**config.mk**
```make
export PLATFORM = sky130hd
export DESIGN_NAME = ex_issue_buffer_flat
export DESIGN_NICKNAME = d
export VERILOG_FILES = /design/src/rtl/ex_issue_buffer_if.sv /design/src/rtl/ex_issue_buffer.sv /design/src/flat_wrapper.sv
export SDC_FILE = /design/constraint.sdc
export NUM_CORES = 1
export LEC_CHECK = 0
export CAP_MARGIN = 20
export CORE_UTILIZATION = 40
export DETAILED_ROUTE_END_ITERATION = 7
export PLACE_DENSITY_LB_ADDON = 0.2
export SYNTH_ARGS = -nofsm -noshare
export SYNTH_HDL_FRONTEND = slang
export SYNTH_SLANG_ARGS = --single-unit
```
**constraint.sdc**
```tcl
create_clock -name clk -period 4.4 [get_ports clk]
set_input_delay 0.44 -clock clk [delete_from_list [all_inputs] [get_ports clk]]
set_output_delay 0.44 -clock clk [all_outputs]
set_load 0.1 [all_outputs]
```
**src/rtl/ex_issue_buffer_if.sv**
```systemverilog
// ---------------------------------------------------------------------------
// ex_issue_buffer_if
// Bundles the ID-side issue handshake, the EX-side head outputs and the two
// bypass (forwarding) buses of the EX issue buffer.
//   slave  : view used by ex_issue_buffer (consumes id_*/ex_ready/fwd_*,
//            produces id_ready/alu_enable/ex_*)
//   master : view used by the environment driving the buffer
// Parameters: OP_W (ALU op width), REG_AW (register address width).
// ---------------------------------------------------------------------------
interface ex_issue_buffer_if #(
   parameter int OP_W   = 8,
   parameter int REG_AW = 5
);
   // ID -> buffer
   logic              id_valid;
   logic              id_ready;
   logic [OP_W-1:0]   id_op;
   logic [31:0]       id_srcl;
   logic [31:0]       id_srcr;
   logic [REG_AW-1:0] id_rs_addr;
   logic [REG_AW-1:0] id_rt_addr;
   logic              id_rs_use;
   logic              id_rt_use;
   logic [REG_AW-1:0] id_dest;
   logic              id_dest_we;
   // buffer -> EX
   logic              ex_ready;
   logic              alu_enable;
   logic [OP_W-1:0]   ex_op;
   logic [31:0]       ex_srcl;
   logic [31:0]       ex_srcr;
   logic [REG_AW-1:0] ex_dest;
   logic              ex_dest_we;
   // bypass sources
   logic              fwd_ex_we;
   logic [REG_AW-1:0] fwd_ex_addr;
   logic [31:0]       fwd_ex_data;
   logic              fwd_mem_we;
   logic [REG_AW-1:0] fwd_mem_addr;
   logic [31:0]       fwd_mem_data;

   modport slave (
      input  id_valid, id_op, id_srcl, id_srcr, id_rs_addr, id_rt_addr,
             id_rs_use, id_rt_use, id_dest, id_dest_we, ex_ready,
             fwd_ex_we, fwd_ex_addr, fwd_ex_data,
             fwd_mem_we, fwd_mem_addr, fwd_mem_data,
      output id_ready, alu_enable, ex_op, ex_srcl, ex_srcr, ex_dest, ex_dest_we
   );

   modport master (
      output id_valid, id_op, id_srcl, id_srcr, id_rs_addr, id_rt_addr,
             id_rs_use, id_rt_use, id_dest, id_dest_we, ex_ready,
             fwd_ex_we, fwd_ex_addr, fwd_ex_data,
             fwd_mem_we, fwd_mem_addr, fwd_mem_data,
      input  id_ready, alu_enable, ex_op, ex_srcl, ex_srcr, ex_dest, ex_dest_we
   );
endinterface

```
**src/rtl/ex_issue_buffer.sv**
```systemverilog
// ---------------------------------------------------------------------------
// ex_issue_buffer
// ID->EX issue stage: a two-entry skid buffer (HEAD drives the ALU, SKID
// absorbs one instruction while EX stalls) with operand bypass from the EX
// and MEM stages and a synchronous flush.
// Ports:
//   clk   - clock
//   rst   - asynchronous active-high reset
//   flush - drop every buffered instruction (and any offered this cycle)
//   bus   - ex_issue_buffer_if.slave: id_* handshake in, ex_* head out,
//           fwd_ex_* / fwd_mem_* bypass inputs
// Build option: define EX_ISSUE_FORWARD_EN to build the bypass muxes; when
// undefined, operands pass through from ID untouched and fwd_* is ignored.
// ---------------------------------------------------------------------------
module ex_issue_buffer #(
   parameter int OP_W   = 8,
   parameter int REG_AW = 5
) (
   input  logic                 clk,
   input  logic                 rst,
   input  logic                 flush,
   ex_issue_buffer_if.slave     bus
);

   typedef enum logic [1:0] {
      ST_EMPTY = 2'd0,
      ST_ONE   = 2'd1,
      ST_TWO   = 2'd2
   } state_t;

   // rs/rt and their use bits travel with each entry so held entries can
   // keep picking up bypass results while EX stalls.
   typedef struct packed {
      logic [OP_W-1:0]   op;
      logic [31:0]       srcl;
      logic [31:0]       srcr;
      logic [REG_AW-1:0] rs;
      logic [REG_AW-1:0] rt;
      logic              rs_use;
      logic              rt_use;
      logic [REG_AW-1:0] dest;
      logic              dest_we;
   } entry_t;

   state_t state_q, state_d;
   entry_t head_q, head_d;
   entry_t skid_q, skid_d;
   logic   alu_enable_q, alu_enable_d;
   logic   id_ready_q, id_ready_d;

   entry_t in_s;
   entry_t head_fw_s;
   entry_t skid_fw_s;
   logic   accept_s;
   logic   pop_s;

`ifdef EX_ISSUE_FORWARD_EN
   // EX result wins over MEM; register 0 and immediates are never replaced.
   function automatic logic [31:0] fwd_operand(
      input logic [31:0]       val,
      input logic [REG_AW-1:0] addr,
      input logic              use_reg,
      input logic              ex_we,
      input logic [REG_AW-1:0] ex_addr,
      input logic [31:0]       ex_data,
      input logic              mem_we,
      input logic [REG_AW-1:0] mem_addr,
      input logic [31:0]       mem_data
   );
      logic [31:0] res;
      res = val;
      if (use_reg && (addr != '0)) begin
         if (ex_we && (ex_addr == addr)) begin
            res = ex_data;
         end else if (mem_we && (mem_addr == addr)) begin
            res = mem_data;
         end else begin
            res = val;
         end
      end else begin
         res = val;
      end
      return res;
   endfunction
`else
   logic unused_fwd_s;
   assign unused_fwd_s = ^{bus.fwd_ex_we, bus.fwd_ex_addr, bus.fwd_ex_data,
                           bus.fwd_mem_we, bus.fwd_mem_addr, bus.fwd_mem_data};
`endif

   assign accept_s = bus.id_valid & id_ready_q;
   assign pop_s    = alu_enable_q & bus.ex_ready;

   // Incoming instruction and bypass-refreshed copies of the held entries.
   always_comb begin
      in_s.op      = bus.id_op;
      in_s.srcl    = bus.id_srcl;
      in_s.srcr    = bus.id_srcr;
      in_s.rs      = bus.id_rs_addr;
      in_s.rt      = bus.id_rt_addr;
      in_s.rs_use  = bus.id_rs_use;
      in_s.rt_use  = bus.id_rt_use;
      in_s.dest    = bus.id_dest;
      in_s.dest_we = bus.id_dest_we;
      head_fw_s    = head_q;
      skid_fw_s    = skid_q;
`ifdef EX_ISSUE_FORWARD_EN
      in_s.srcl = fwd_operand(in_s.srcl, in_s.rs, in_s.rs_use,
                              bus.fwd_ex_we, bus.fwd_ex_addr, bus.fwd_ex_data,
                              bus.fwd_mem_we, bus.fwd_mem_addr, bus.fwd_mem_data);
      in_s.srcr = fwd_operand(in_s.srcr, in_s.rt, in_s.rt_use,
                              bus.fwd_ex_we, bus.fwd_ex_addr, bus.fwd_ex_data,
                              bus.fwd_mem_we, bus.fwd_mem_addr, bus.fwd_mem_data);
      head_fw_s.srcl = fwd_operand(head_q.srcl, head_q.rs, head_q.rs_use,
                              bus.fwd_ex_we, bus.fwd_ex_addr, bus.fwd_ex_data,
                              bus.fwd_mem_we, bus.fwd_mem_addr, bus.fwd_mem_data);
      head_fw_s.srcr = fwd_operand(head_q.srcr, head_q.rt, head_q.rt_use,
                              bus.fwd_ex_we, bus.fwd_ex_addr, bus.fwd_ex_data,
                              bus.fwd_mem_we, bus.fwd_mem_addr, bus.fwd_mem_data);
      skid_fw_s.srcl = fwd_operand(skid_q.srcl, skid_q.rs, skid_q.rs_use,
                              bus.fwd_ex_we, bus.fwd_ex_addr, bus.fwd_ex_data,
                              bus.fwd_mem_we, bus.fwd_mem_addr, bus.fwd_mem_data);
      skid_fw_s.srcr = fwd_operand(skid_q.srcr, skid_q.rt, skid_q.rt_use,
                              bus.fwd_ex_we, bus.fwd_ex_addr, bus.fwd_ex_data,
                              bus.fwd_mem_we, bus.fwd_mem_addr, bus.fwd_mem_data);
`endif
   end

   // Next-state, entry movement and registered-output precompute.
   always_comb begin
      state_d = state_q;
      head_d  = head_fw_s;
      skid_d  = skid_fw_s;
      if (flush) begin
         state_d = ST_EMPTY;
      end else begin
         case (state_q)
            ST_EMPTY: begin
               if (accept_s) begin
                  head_d  = in_s;
                  state_d = ST_ONE;
               end else begin
                  state_d = ST_EMPTY;
               end
            end
            ST_ONE: begin
               if (accept_s && pop_s) begin
                  head_d  = in_s;
                  state_d = ST_ONE;
               end else if (accept_s) begin
                  skid_d  = in_s;
                  state_d = ST_TWO;
               end else if (pop_s) begin
                  state_d = ST_EMPTY;
               end else begin
                  state_d = ST_ONE;
               end
            end
            ST_TWO: begin
               if (pop_s) begin
                  head_d  = skid_fw_s;
                  state_d = ST_ONE;
               end else begin
                  state_d = ST_TWO;
               end
            end
            default: begin
               state_d = ST_EMPTY;
            end
         endcase
      end
      // An empty buffer must never present a register write to EX.
      head_d.dest_we = head_d.dest_we & (state_d != ST_EMPTY);
      alu_enable_d   = (state_d != ST_EMPTY);
      id_ready_d     = (state_d != ST_TWO);
   end

   // State, entries and registered handshake outputs.
   always_ff @(posedge clk or posedge rst) begin
      if (rst) begin
         state_q      <= ST_EMPTY;
         head_q       <= '0;
         skid_q       <= '0;
         alu_enable_q <= 1'b0;
         id_ready_q   <= 1'b1;
      end else begin
         state_q      <= state_d;
         head_q       <= head_d;
         skid_q       <= skid_d;
         alu_enable_q <= alu_enable_d;
         id_ready_q   <= id_ready_d;
      end
   end

   assign bus.id_ready   = id_ready_q;
   assign bus.alu_enable = alu_enable_q;
   assign bus.ex_op      = head_q.op;
   assign bus.ex_srcl    = head_q.srcl;
   assign bus.ex_srcr    = head_q.srcr;
   assign bus.ex_dest    = head_q.dest;
   assign bus.ex_dest_we = head_q.dest_we;

endmodule

```
**src/flat_wrapper.sv**
```systemverilog
// flat-port wrapper written by rule: the top's interface ports become plain ports
module ex_issue_buffer_flat 
#(
   parameter int OP_W   = 8,
   parameter int REG_AW = 5
)
  (clk, rst, flush, bus_id_valid, bus_id_op, bus_id_srcl, bus_id_srcr, bus_id_rs_addr, bus_id_rt_addr, bus_id_rs_use, bus_id_rt_use, bus_id_dest, bus_id_dest_we, bus_ex_ready, bus_fwd_ex_we, bus_fwd_ex_addr, bus_fwd_ex_data, bus_fwd_mem_we, bus_fwd_mem_addr, bus_fwd_mem_data, bus_id_ready, bus_alu_enable, bus_ex_op, bus_ex_srcl, bus_ex_srcr, bus_ex_dest, bus_ex_dest_we);
  ex_issue_buffer_if #(.OP_W(OP_W), .REG_AW(REG_AW)) bus_i ();
  input  logic clk;
  input  logic rst;
  input  logic flush;
  input wire logic [$bits(bus_i.id_valid)-1:0] bus_id_valid;
  input wire logic [$bits(bus_i.id_op)-1:0] bus_id_op;
  input wire logic [$bits(bus_i.id_srcl)-1:0] bus_id_srcl;
  input wire logic [$bits(bus_i.id_srcr)-1:0] bus_id_srcr;
  input wire logic [$bits(bus_i.id_rs_addr)-1:0] bus_id_rs_addr;
  input wire logic [$bits(bus_i.id_rt_addr)-1:0] bus_id_rt_addr;
  input wire logic [$bits(bus_i.id_rs_use)-1:0] bus_id_rs_use;
  input wire logic [$bits(bus_i.id_rt_use)-1:0] bus_id_rt_use;
  input wire logic [$bits(bus_i.id_dest)-1:0] bus_id_dest;
  input wire logic [$bits(bus_i.id_dest_we)-1:0] bus_id_dest_we;
  input wire logic [$bits(bus_i.ex_ready)-1:0] bus_ex_ready;
  input wire logic [$bits(bus_i.fwd_ex_we)-1:0] bus_fwd_ex_we;
  input wire logic [$bits(bus_i.fwd_ex_addr)-1:0] bus_fwd_ex_addr;
  input wire logic [$bits(bus_i.fwd_ex_data)-1:0] bus_fwd_ex_data;
  input wire logic [$bits(bus_i.fwd_mem_we)-1:0] bus_fwd_mem_we;
  input wire logic [$bits(bus_i.fwd_mem_addr)-1:0] bus_fwd_mem_addr;
  input wire logic [$bits(bus_i.fwd_mem_data)-1:0] bus_fwd_mem_data;
  output wire logic [$bits(bus_i.id_ready)-1:0] bus_id_ready;
  output wire logic [$bits(bus_i.alu_enable)-1:0] bus_alu_enable;
  output wire logic [$bits(bus_i.ex_op)-1:0] bus_ex_op;
  output wire logic [$bits(bus_i.ex_srcl)-1:0] bus_ex_srcl;
  output wire logic [$bits(bus_i.ex_srcr)-1:0] bus_ex_srcr;
  output wire logic [$bits(bus_i.ex_dest)-1:0] bus_ex_dest;
  output wire logic [$bits(bus_i.ex_dest_we)-1:0] bus_ex_dest_we;
  assign bus_i.id_valid = bus_id_valid;
  assign bus_i.id_op = bus_id_op;
  assign bus_i.id_srcl = bus_id_srcl;
  assign bus_i.id_srcr = bus_id_srcr;
  assign bus_i.id_rs_addr = bus_id_rs_addr;
  assign bus_i.id_rt_addr = bus_id_rt_addr;
  assign bus_i.id_rs_use = bus_id_rs_use;
  assign bus_i.id_rt_use = bus_id_rt_use;
  assign bus_i.id_dest = bus_id_dest;
  assign bus_i.id_dest_we = bus_id_dest_we;
  assign bus_i.ex_ready = bus_ex_ready;
  assign bus_i.fwd_ex_we = bus_fwd_ex_we;
  assign bus_i.fwd_ex_addr = bus_fwd_ex_addr;
  assign bus_i.fwd_ex_data = bus_fwd_ex_data;
  assign bus_i.fwd_mem_we = bus_fwd_mem_we;
  assign bus_i.fwd_mem_addr = bus_fwd_mem_addr;
  assign bus_i.fwd_mem_data = bus_fwd_mem_data;
  assign bus_id_ready = bus_i.id_ready;
  assign bus_alu_enable = bus_i.alu_enable;
  assign bus_ex_op = bus_i.ex_op;
  assign bus_ex_srcl = bus_i.ex_srcl;
  assign bus_ex_srcr = bus_i.ex_srcr;
  assign bus_ex_dest = bus_i.ex_dest;
  assign bus_ex_dest_we = bus_i.ex_dest_we;
  ex_issue_buffer #(.OP_W(OP_W), .REG_AW(REG_AW)) u_core (.clk(clk), .rst(rst), .flush(flush), .bus(bus_i));
endmodule
```
# Word-level counts from Yosys, hierarchy flattened
# Cells that the tools add are included.
totals:
  ff_bits: 172
  output_inout_bits: 80
classes:
  eq_ne: 6
  muxes: 12
  n_bitwise: 5
  reduce_logical: 6
op_table:
  columns: ["op", "count"]
  rows:
  - ["$mux 90", 3]
  - ["$pmux 90 s3", 1]
  - ["$mux 2", 4]
  - ["$ne 2x1->1 const B", 3]
  - ["$pmux 2 s3", 1]
  - ["$reduce_and 5->1", 1]
  - ["$reduce_and 4->1", 1]
  - ["$and 1x1->1", 3]
  - ["$mux 1", 3]
  - ["$reduce_bool 3->1", 1]
  - ["$eq 2x1->1 const B", 1]
  - ["$eq 2x2->1 const B", 1]
  - ["$logic_not 2->1", 1]
  - ["$ne 2x2->1 const B", 1]
  - ["$not 1->1", 2]
  - ["$reduce_bool 2->1", 1]
  - ["$logic_and 1x1->1", 1]

# Logic depth before layout (Yosys ltp)
# Gate-level depths: netlist of run 1.
logic_depth:
  ltp_word: 8
  depth_mapped: 6

# Worst setup path after synthesis of run 1
# OpenSTA, ideal clock, no wires.
synth_path:
  path_type: "reg2reg"
  start: "reg u_core.alu_enable_q (netlist: u_core.bus.alu_enable)"
  end: "reg u_core.skid_q, in the netlist u_core.skid_fw_s[1]"
  setup_ns: 0.125
  t_arrival_ns: 2.108
  required_ns: 4.275
  setup_slack_ns: 2.167
  path_stages_with_launch: 6
  n_path_buf: 2
  synth_period_minus_slack_ns: 2.233
  cell_sequence: "dfrtp_1 -> a21oi_1 -> nand3_1 -> buf_2 -> buf_6 -> mux2_4"
synth_via:
  elab_chain_len: 4
synth_rtl:
  columns: ["item", "line", "rtl"]
  rows:
  - ["start: declaration", "ex_issue_buffer.sv:48", "logic alu_enable_q, alu_enable_d;"]
  - ["start signal: assignment", "ex_issue_buffer.sv:190", "alu_enable_q <= alu_enable_d;"]
  - ["$and 1x1->1", "ex_issue_buffer.sv:92", "assign pop_s = alu_enable_q & bus.ex_ready;"]
  - ["$logic_and 1x1->1", "ex_issue_buffer.sv:147", "if (accept_s && pop_s) begin"]
  - ["$not 1->1 (no source line)", null, null]
  - ["$reduce_and 4->1 (no source line)", null, null]
  - ["end signal: assignment", "ex_issue_buffer.sv:189", "skid_q <= skid_d;"]
  - ["end: declaration", "ex_issue_buffer.sv:47", "entry_t skid_q, skid_d;"]
# No other way between the ends.
# A chain may end at the register's enable or synchronous reset.

# Worst setup path after layout of run 1
layout_path:
  start: "reg u_core.id_ready_q (netlist: u_core.bus.id_ready)"
  end: "out bus_id_ready"
layout_lines:
  columns: ["item", "line", "rtl"]
  rows:
  - ["start: declaration", "ex_issue_buffer.sv:49", "logic id_ready_q, id_ready_d;"]
  - ["start signal: assignment", "ex_issue_buffer.sv:191", "id_ready_q <= id_ready_d;"]
  - ["end: declaration", "flat_wrapper.sv:29", "output wire logic [$bits(bus_i.id_ready)-1:0] bus_id_ready;"]
# No word-level cell between the ends.

==> impl_metrics.csv, run 1 <==
group,metric,value,unit
routing,wl,16500,µm
timing,setup_viol,0,
synthesis,ys_seq_area_share,60.2,%
hold_path,hp-start,"flush",
synthesis,syn_area,6660,µm²
timing,period_minus_slack,2.56,ns
clock_network,cts_buffer_depth,2,
status,status,"finished clean",
clock_network,numCtsBuffers,17,
worst_setup_path,worstPathBufferInverterCount,1,
worst_setup_path,crit_chain,"clkdlybuf4s50_1",
timing,setup_tns,0,ns
clock_network,post_cts_buffers,0,
floorplan,core-area,16100,µm²
floorplan,dieArea,17200,µm²
global_route,track_usage,20.0,%
synthesis,ys.flop_type,"dfrtp_1",
synthesis,yosysTopAreaCellShare,59.8,%
placed_design,portBuffers,162,
synthesis,async_flop_share,100,%
synthesis,yosys.area_share.adder,0,%
worst_setup_path,worstPathRequired,3.96,ns
synthesis,synth_compound_area_share,20.3,%
routing,drc,0,
routing,ant_nets,0,
timing,slew_headroom,31.5,%
routing,drt_iter0_drc,235,
synthesis,synthMuxAreaShare,14.6,%
cells_and_area,post-route-util,56.0,%
worst_setup_path,crit_arrival,2.12,ns
synthesis,synth_top_cells_by_count,"dfrtp_1 (159), a22oi_1 (77), o2bb2ai_1 (77), mux2_2 (58), mux2_4 (20)",
global_route,grt-ovfl-total,0,
synthesis,synth-edff-count,0,
worst_setup_path,r2r_start,"u_core.bus.id_ready",
worst_setup_path,slowest_stage,"clkdlybuf4s50_1",
floorplan,rows,46,
routing,viasPerCell,5.54,
floorplan,die_y,131,µm
timing,drv_slew,0,
floorplan,start_util,41.4,%
worst_setup_path,slowest_delay,1.15,ns
global_route,grt_max_degree,161,
pwr,p_leak,3.66,nW
global_route,grt_pass1_vias,4891,
clock_network,cts_tree,"built",
worst_setup_path,criticalPathCategory,"reg2out",
timing,worst_slew_pin_slew,1.02,ns
hold_path,hp-class,"in2reg",
worst_setup_path,cp-startpoint,"u_core.bus.id_ready",
cells_and_area,drive_above_1_share,19.8,%
synthesis,synth.distinct_cells,31,
synthesis,synth_xor_area_share,0.132,%
worst_setup_path,crit_path_start_kind,"flip-flop",
synthesis,synth_cells,463,
run,maxCapViolations,0,
routing,drtPass1Iterations,4,
synthesis,ys_top_cells_by_area,"dfrtp_1 (60%), o2bb2ai_1 (10%), mux2_2 (9.8%)",
timing,hold_viol,0,
synthesis,synth.most_common_cell,"dfrtp_1",
synthesis,synth_top_area_cell,"dfrtp_1",
clock_network,ctsHoldBuffers,0,
clock_network,clkSlewWorstSetupHoldPaths,0.06,ns
worst_setup_path,end_kind,"output pin",
pwr,ir_drop,381,µV
global_route,grt_pass1_wl,26000,µm
global_route,antenna_found_initial,0,
timing,grt_setup_unrepaired,"false",
placed_design,hpwl,9470,µm
pwr,power_density,735,nW/µm²
worst_setup_path,critPathMaxFanout,4,
timing,finalClockSkew,0.00842,ns
floorplan,die_x,131,µm
clock_network,cts.repair.resized,0,
cells_and_area,nNetsFinal,780,
synthesis,ys_ff_latch,160,
synthesis,synth_top_family_by_area,"compound AO/OA/AOI/OAI gates",
synthesis,synth_fp_nets,634,
routing,via_count,4643,
clock_network,clkLatencyLatePin,0.42,ns
worst_setup_path,cp_top_family,"buffers and inverters",
clock_network,cts_max_level,4,
cells_and_area,diodes,0,
synthesis,syn_area_per_cell,14.4,µm²
routing,post_drt_wl_per_cell,19.7,µm
synthesis,yosys_warnings,0,
cells_and_area,area_delta_synth_final,35.1,%
synthesis,synth-simple-area-share,1.30,%
floorplan,ioPinCount,251,
clock_network,cts_root_buffer,"clkbuf_16",
timing,period_share,58.2,%
placed_design,place_congestion,0.754,
timing,max_freq,390,MHz
clock_network,cts_sinks,160,
power breakdown:
part           switching [mW]  internal [mW]
logic                    1.95          0.894
clock network           0.576          0.839
registers               0.317           2.03
total                    2.84           3.77
worst reg2reg max path: cells and delay by family, from the launching register on:
kind / cells / cell delay [ns]
buffers and inverters: 1 / 0.42
and+or+nand+nor: 3 / 0.84
muxes: 1 / 0.39
DFF: 1 / 0.55
through the flow:
| stage | setup WS (ns) | cells | power (mW) | cell area (µm²) | hold slack, ns |
|---|---|---|---|---|---|
| after floorplan | 1.93 | 463 | 4.49 | 6660 | 0.480 |
| after CTS | 1.81 | 838 | 6.66 | 8990 | 0.340 |
| final | 1.84 | 838 | 6.61 | 8990 | 0.359 |
| after global routing | 1.80 | 838 | 6.88 | 8990 | 0.365 |
| after detailed placement | 1.66 | 806 | 5.21 | 8420 | 0.473 |
| after global placement | 1.72 | 806 | 5.14 | 8420 | 0.470 |
final timing paths:
path / endpoint / depth (start not counted) / slack (ns)
hold / removal: u_core.state_q[1] / 3 / 0.36
min in group asynchronous: u_core.bus.ex_op[5] / 3 / 0.60
hold reg to reg: u_core.bus.ex_op[6] / 1 / 0.49
setup reg to reg: u_core.skid_fw_s[52] / 5 / 2.08
max in group asynchronous: u_core.bus.ex_srcl[12] / 3 / 3.08
setup / recovery: bus_id_ready / 1 / 1.84
cell type report:
cell class,instances,area (µm²)
multi-input combinational,260,2430
timing repair buffer,168,1700
sequential,160,4010
tap,216,270
clock buffer,24,492
clock inverter,8,78.8
fill,1302,7070
inverter,2,11.3
cell usage in the layout (no fill, tap or decap), types with 2 or more instances in the layout:
cell type and n:
a21oi_1 4, a22oi_1 77, buf_12 3, buf_4 3
clkbuf_1 3, clkbuf_16 17, clkbuf_8 4, clkdlybuf4s50_1 161
clkinv_2 2, clkinvlp_4 5, dfrtp_1 159, mux2_2 58
mux2_4 20, mux2i_1 2, nand2_1 3, nor2_1 3
o2bb2ai_1 77
flip-flops by register name, indices dropped and copies added (netlist names):
signal / flops
u_core.bus.ex_srcl: 32
u_core.bus.ex_dest: 5
u_core.bus.ex_dest_we: 1
u_core.bus.ex_srcr: 32
u_core.skid_fw_s: 78
u_core.bus.id_ready: 1
u_core.bus.alu_enable: 1
u_core.bus.ex_op: 8
u_core.state_q: 2
kinds of logic after synthesis:
logic type / Yosys count
AND/OR/NAND/NOR: 14
buffers and inverters: 43
flip-flops: 160
AO/OA/AOI/OAI: 165
XOR/XNOR: 1
multiplexers: 80
routing by layer:
layer / vias up / part of all wire (%) / global-route usage (%) / wire length (µm)
met1: 2391 / 42 / 24.3 / 6910
met4: 0 / 1.3 / 6.63 / 221
met3: 19 / 7.2 / 6.43 / 1200
li1: 2098 / - / - / -
met2: 135 / 50 / 33.5 / 8210
met5: - / 0 / 0 / 0
Power figures use the tool's default switching activity.
==> inputs of run 2 (changes only) <==
- clock period: 4.4 -> 2.35 ns (I/O delays scaled with it)
==> impl_metrics.csv, run 2 (synthesized netlist as in run 1, its figures left out) <==
group,metric,value,unit
status,status,"finished clean",
clock_network,cts_root_buffer,"clkbuf_16",
worst_setup_path,worstPathRequired,2.64,ns
routing,drtPass1Iterations,6,
placed_design,portBuffers,162,
clock_network,cts_sinks,160,
pwr,p_leak,3.83,nW
timing,period_minus_slack,1.76,ns
floorplan,ioPinCount,251,
floorplan,rows,46,
routing,wl,16300,µm
floorplan,start_util,41.4,%
global_route,grt-ovfl-total,0,
routing,maxUsedRoutingLayer,"met4",
timing,grt_setup_unrepaired,"false",
floorplan,core-area,16100,µm²
cells_and_area,num-fill-cells,1347,
timing,fin_ws,0.588,ns
cells_and_area,multi_input_area,2430,µm²
placed_design,place_congestion,0.768,
worst_setup_path,end_kind,"flip-flop",
floorplan,die_x,131,µm
pwr,ir_drop,712,µV
timing,slew_headroom,35.3,%
cells_and_area,diodes,0,
floorplan,dieArea,17200,µm²
timing,setup_viol,0,
cells_and_area,nNetsFinal,786,
clock_network,cts.repair.resized,0,
routing,via_count,4671,
clock_network,clkLatencyLatePin,0.41,ns
run,maxCapViolations,0,
clock_network,cts_buffer_depth,2,
cells_and_area,mostFrequentLayoutCells,"dfrtp_1 (159), buf_4 (83), clkdlybuf4s50_1 (81)",
global_route,grt_max_degree,81,
routing,viasPerCell,5.55,
timing,worst_slew_pin_slew,0.970,ns
floorplan,die_y,131,µm
routing,drt_iter0_drc,191,
placed_design,hpwl,9950,µm
worst_setup_path,critPathMaxFanout,47,
timing,setup_tns,0,ns
routing,drc,0,
clock_network,post_cts_buffers,0,
clock_network,ctsHoldBuffers,0,
cells_and_area,area_delta_synth_final,33.7,%
cells_and_area,largest_register_ffs,78,
hold_path,hp-class,"in2reg",
worst_setup_path,crit_path_start_kind,"flip-flop",
worst_setup_path,crit_arrival,2.05,ns
cells_and_area,seqCellArea,4010,µm²
cells_and_area,final_common_cell,"dfrtp_1",
timing,max_freq,568,MHz
global_route,grt_pass1_vias,5019,
routing,drt-met1-wl,6850,µm
worst_setup_path,criticalPathCategory,"reg2reg",
timing,period_share,75.0,%
cells_and_area,drive_above_1_share,33.0,%
pwr,power_density,1380,nW/µm²
clock_network,cts_tree,"built",
global_route,track_usage,19.9,%
timing,finalClockSkew,0.00931,ns
clock_network,clkSlewWorstSetupHoldPaths,0.06,ns
placed_design,dp_slack,0.295,ns
clock_network,cts_max_level,4,
clock_network,numCtsBuffers,17,
routing,post_drt_wl_per_cell,19.4,µm
timing,drv_slew,0,
global_route,antenna_found_initial,0,
timing,hold_viol,0,
routing,met3_length,1170,µm
global_route,grt_pass1_wl,25800,µm
routing,ant_nets,0,
routing,dr_wl_met2,8080,µm
==> run 2: cell type report <==
class                           instances  share of cell area, %
Sequential cell                       160                   45.0
Timing Repair Buffer                  174                   18.2
Clock inverter                          6                  0.942
Inverter                                2                  0.127
Tap cell                              216                   3.04
Multi-Input combinational cell        260                   27.3
Clock buffer                           23                   5.37
==> run 2: where the power goes <==
group / switching (mW) / internal (mW)
Sequential: 0.596 / 3.81
Clock: 1.02 / 1.63
Combinational: 3.65 / 1.57
==> run 2: final timing paths <==
check / from / to / slack (ns) / depth (start not counted)
min reg2reg: u_core.bus.ex_op[3] / u_core.bus.ex_op[3] / 0.49 / 1
min in group asynchronous: rst / u_core.bus.ex_dest[2] / 0.33 / 3
max in group asynchronous: rst / u_core.bus.id_ready / 1.64 / 3
max: u_core.bus.id_ready / u_core.skid_fw_s[56] / 0.59 / 5
min: flush / u_core.state_q[1] / 0.20 / 3
max reg2reg: u_core.bus.id_ready / u_core.skid_fw_s[56] / 0.59 / 5
==> run 2: per-layer routing <==
layer | up-vias | track usage [%]
li1 | 2099 | -
met4 | 0 | 7.44
met2 | 130 | 33.6
met3 | 18 | 6.23
met5 | - | 0
met1 | 2424 | 23.7
==> run 2: stage by stage <==
step	util (%)	instances	cell area (µm²)	power (mW)	hold slack (ns)
6_report	55.4	841	8900	12.3	0.197
5_1_grt	55.4	841	8900	12.8	0.201
4_1_cts	55.4	841	8900	12.4	0.187
3_5_place_dp	51.9	812	8340	9.68	0.475
3_3_place_gp	51.9	812	8340	9.53	0.472
2_1_floorplan	-	463	6660	8.41	0.384
==> run 2: worst max-delay path, cell delays in order (launching register included) <==
cell and delay (ns):
dfstp_2 0.55, nand2_1 0.13, nor2_1 0.23, nand3_4 0.14, buf_12 0.25, mux2_4 0.33
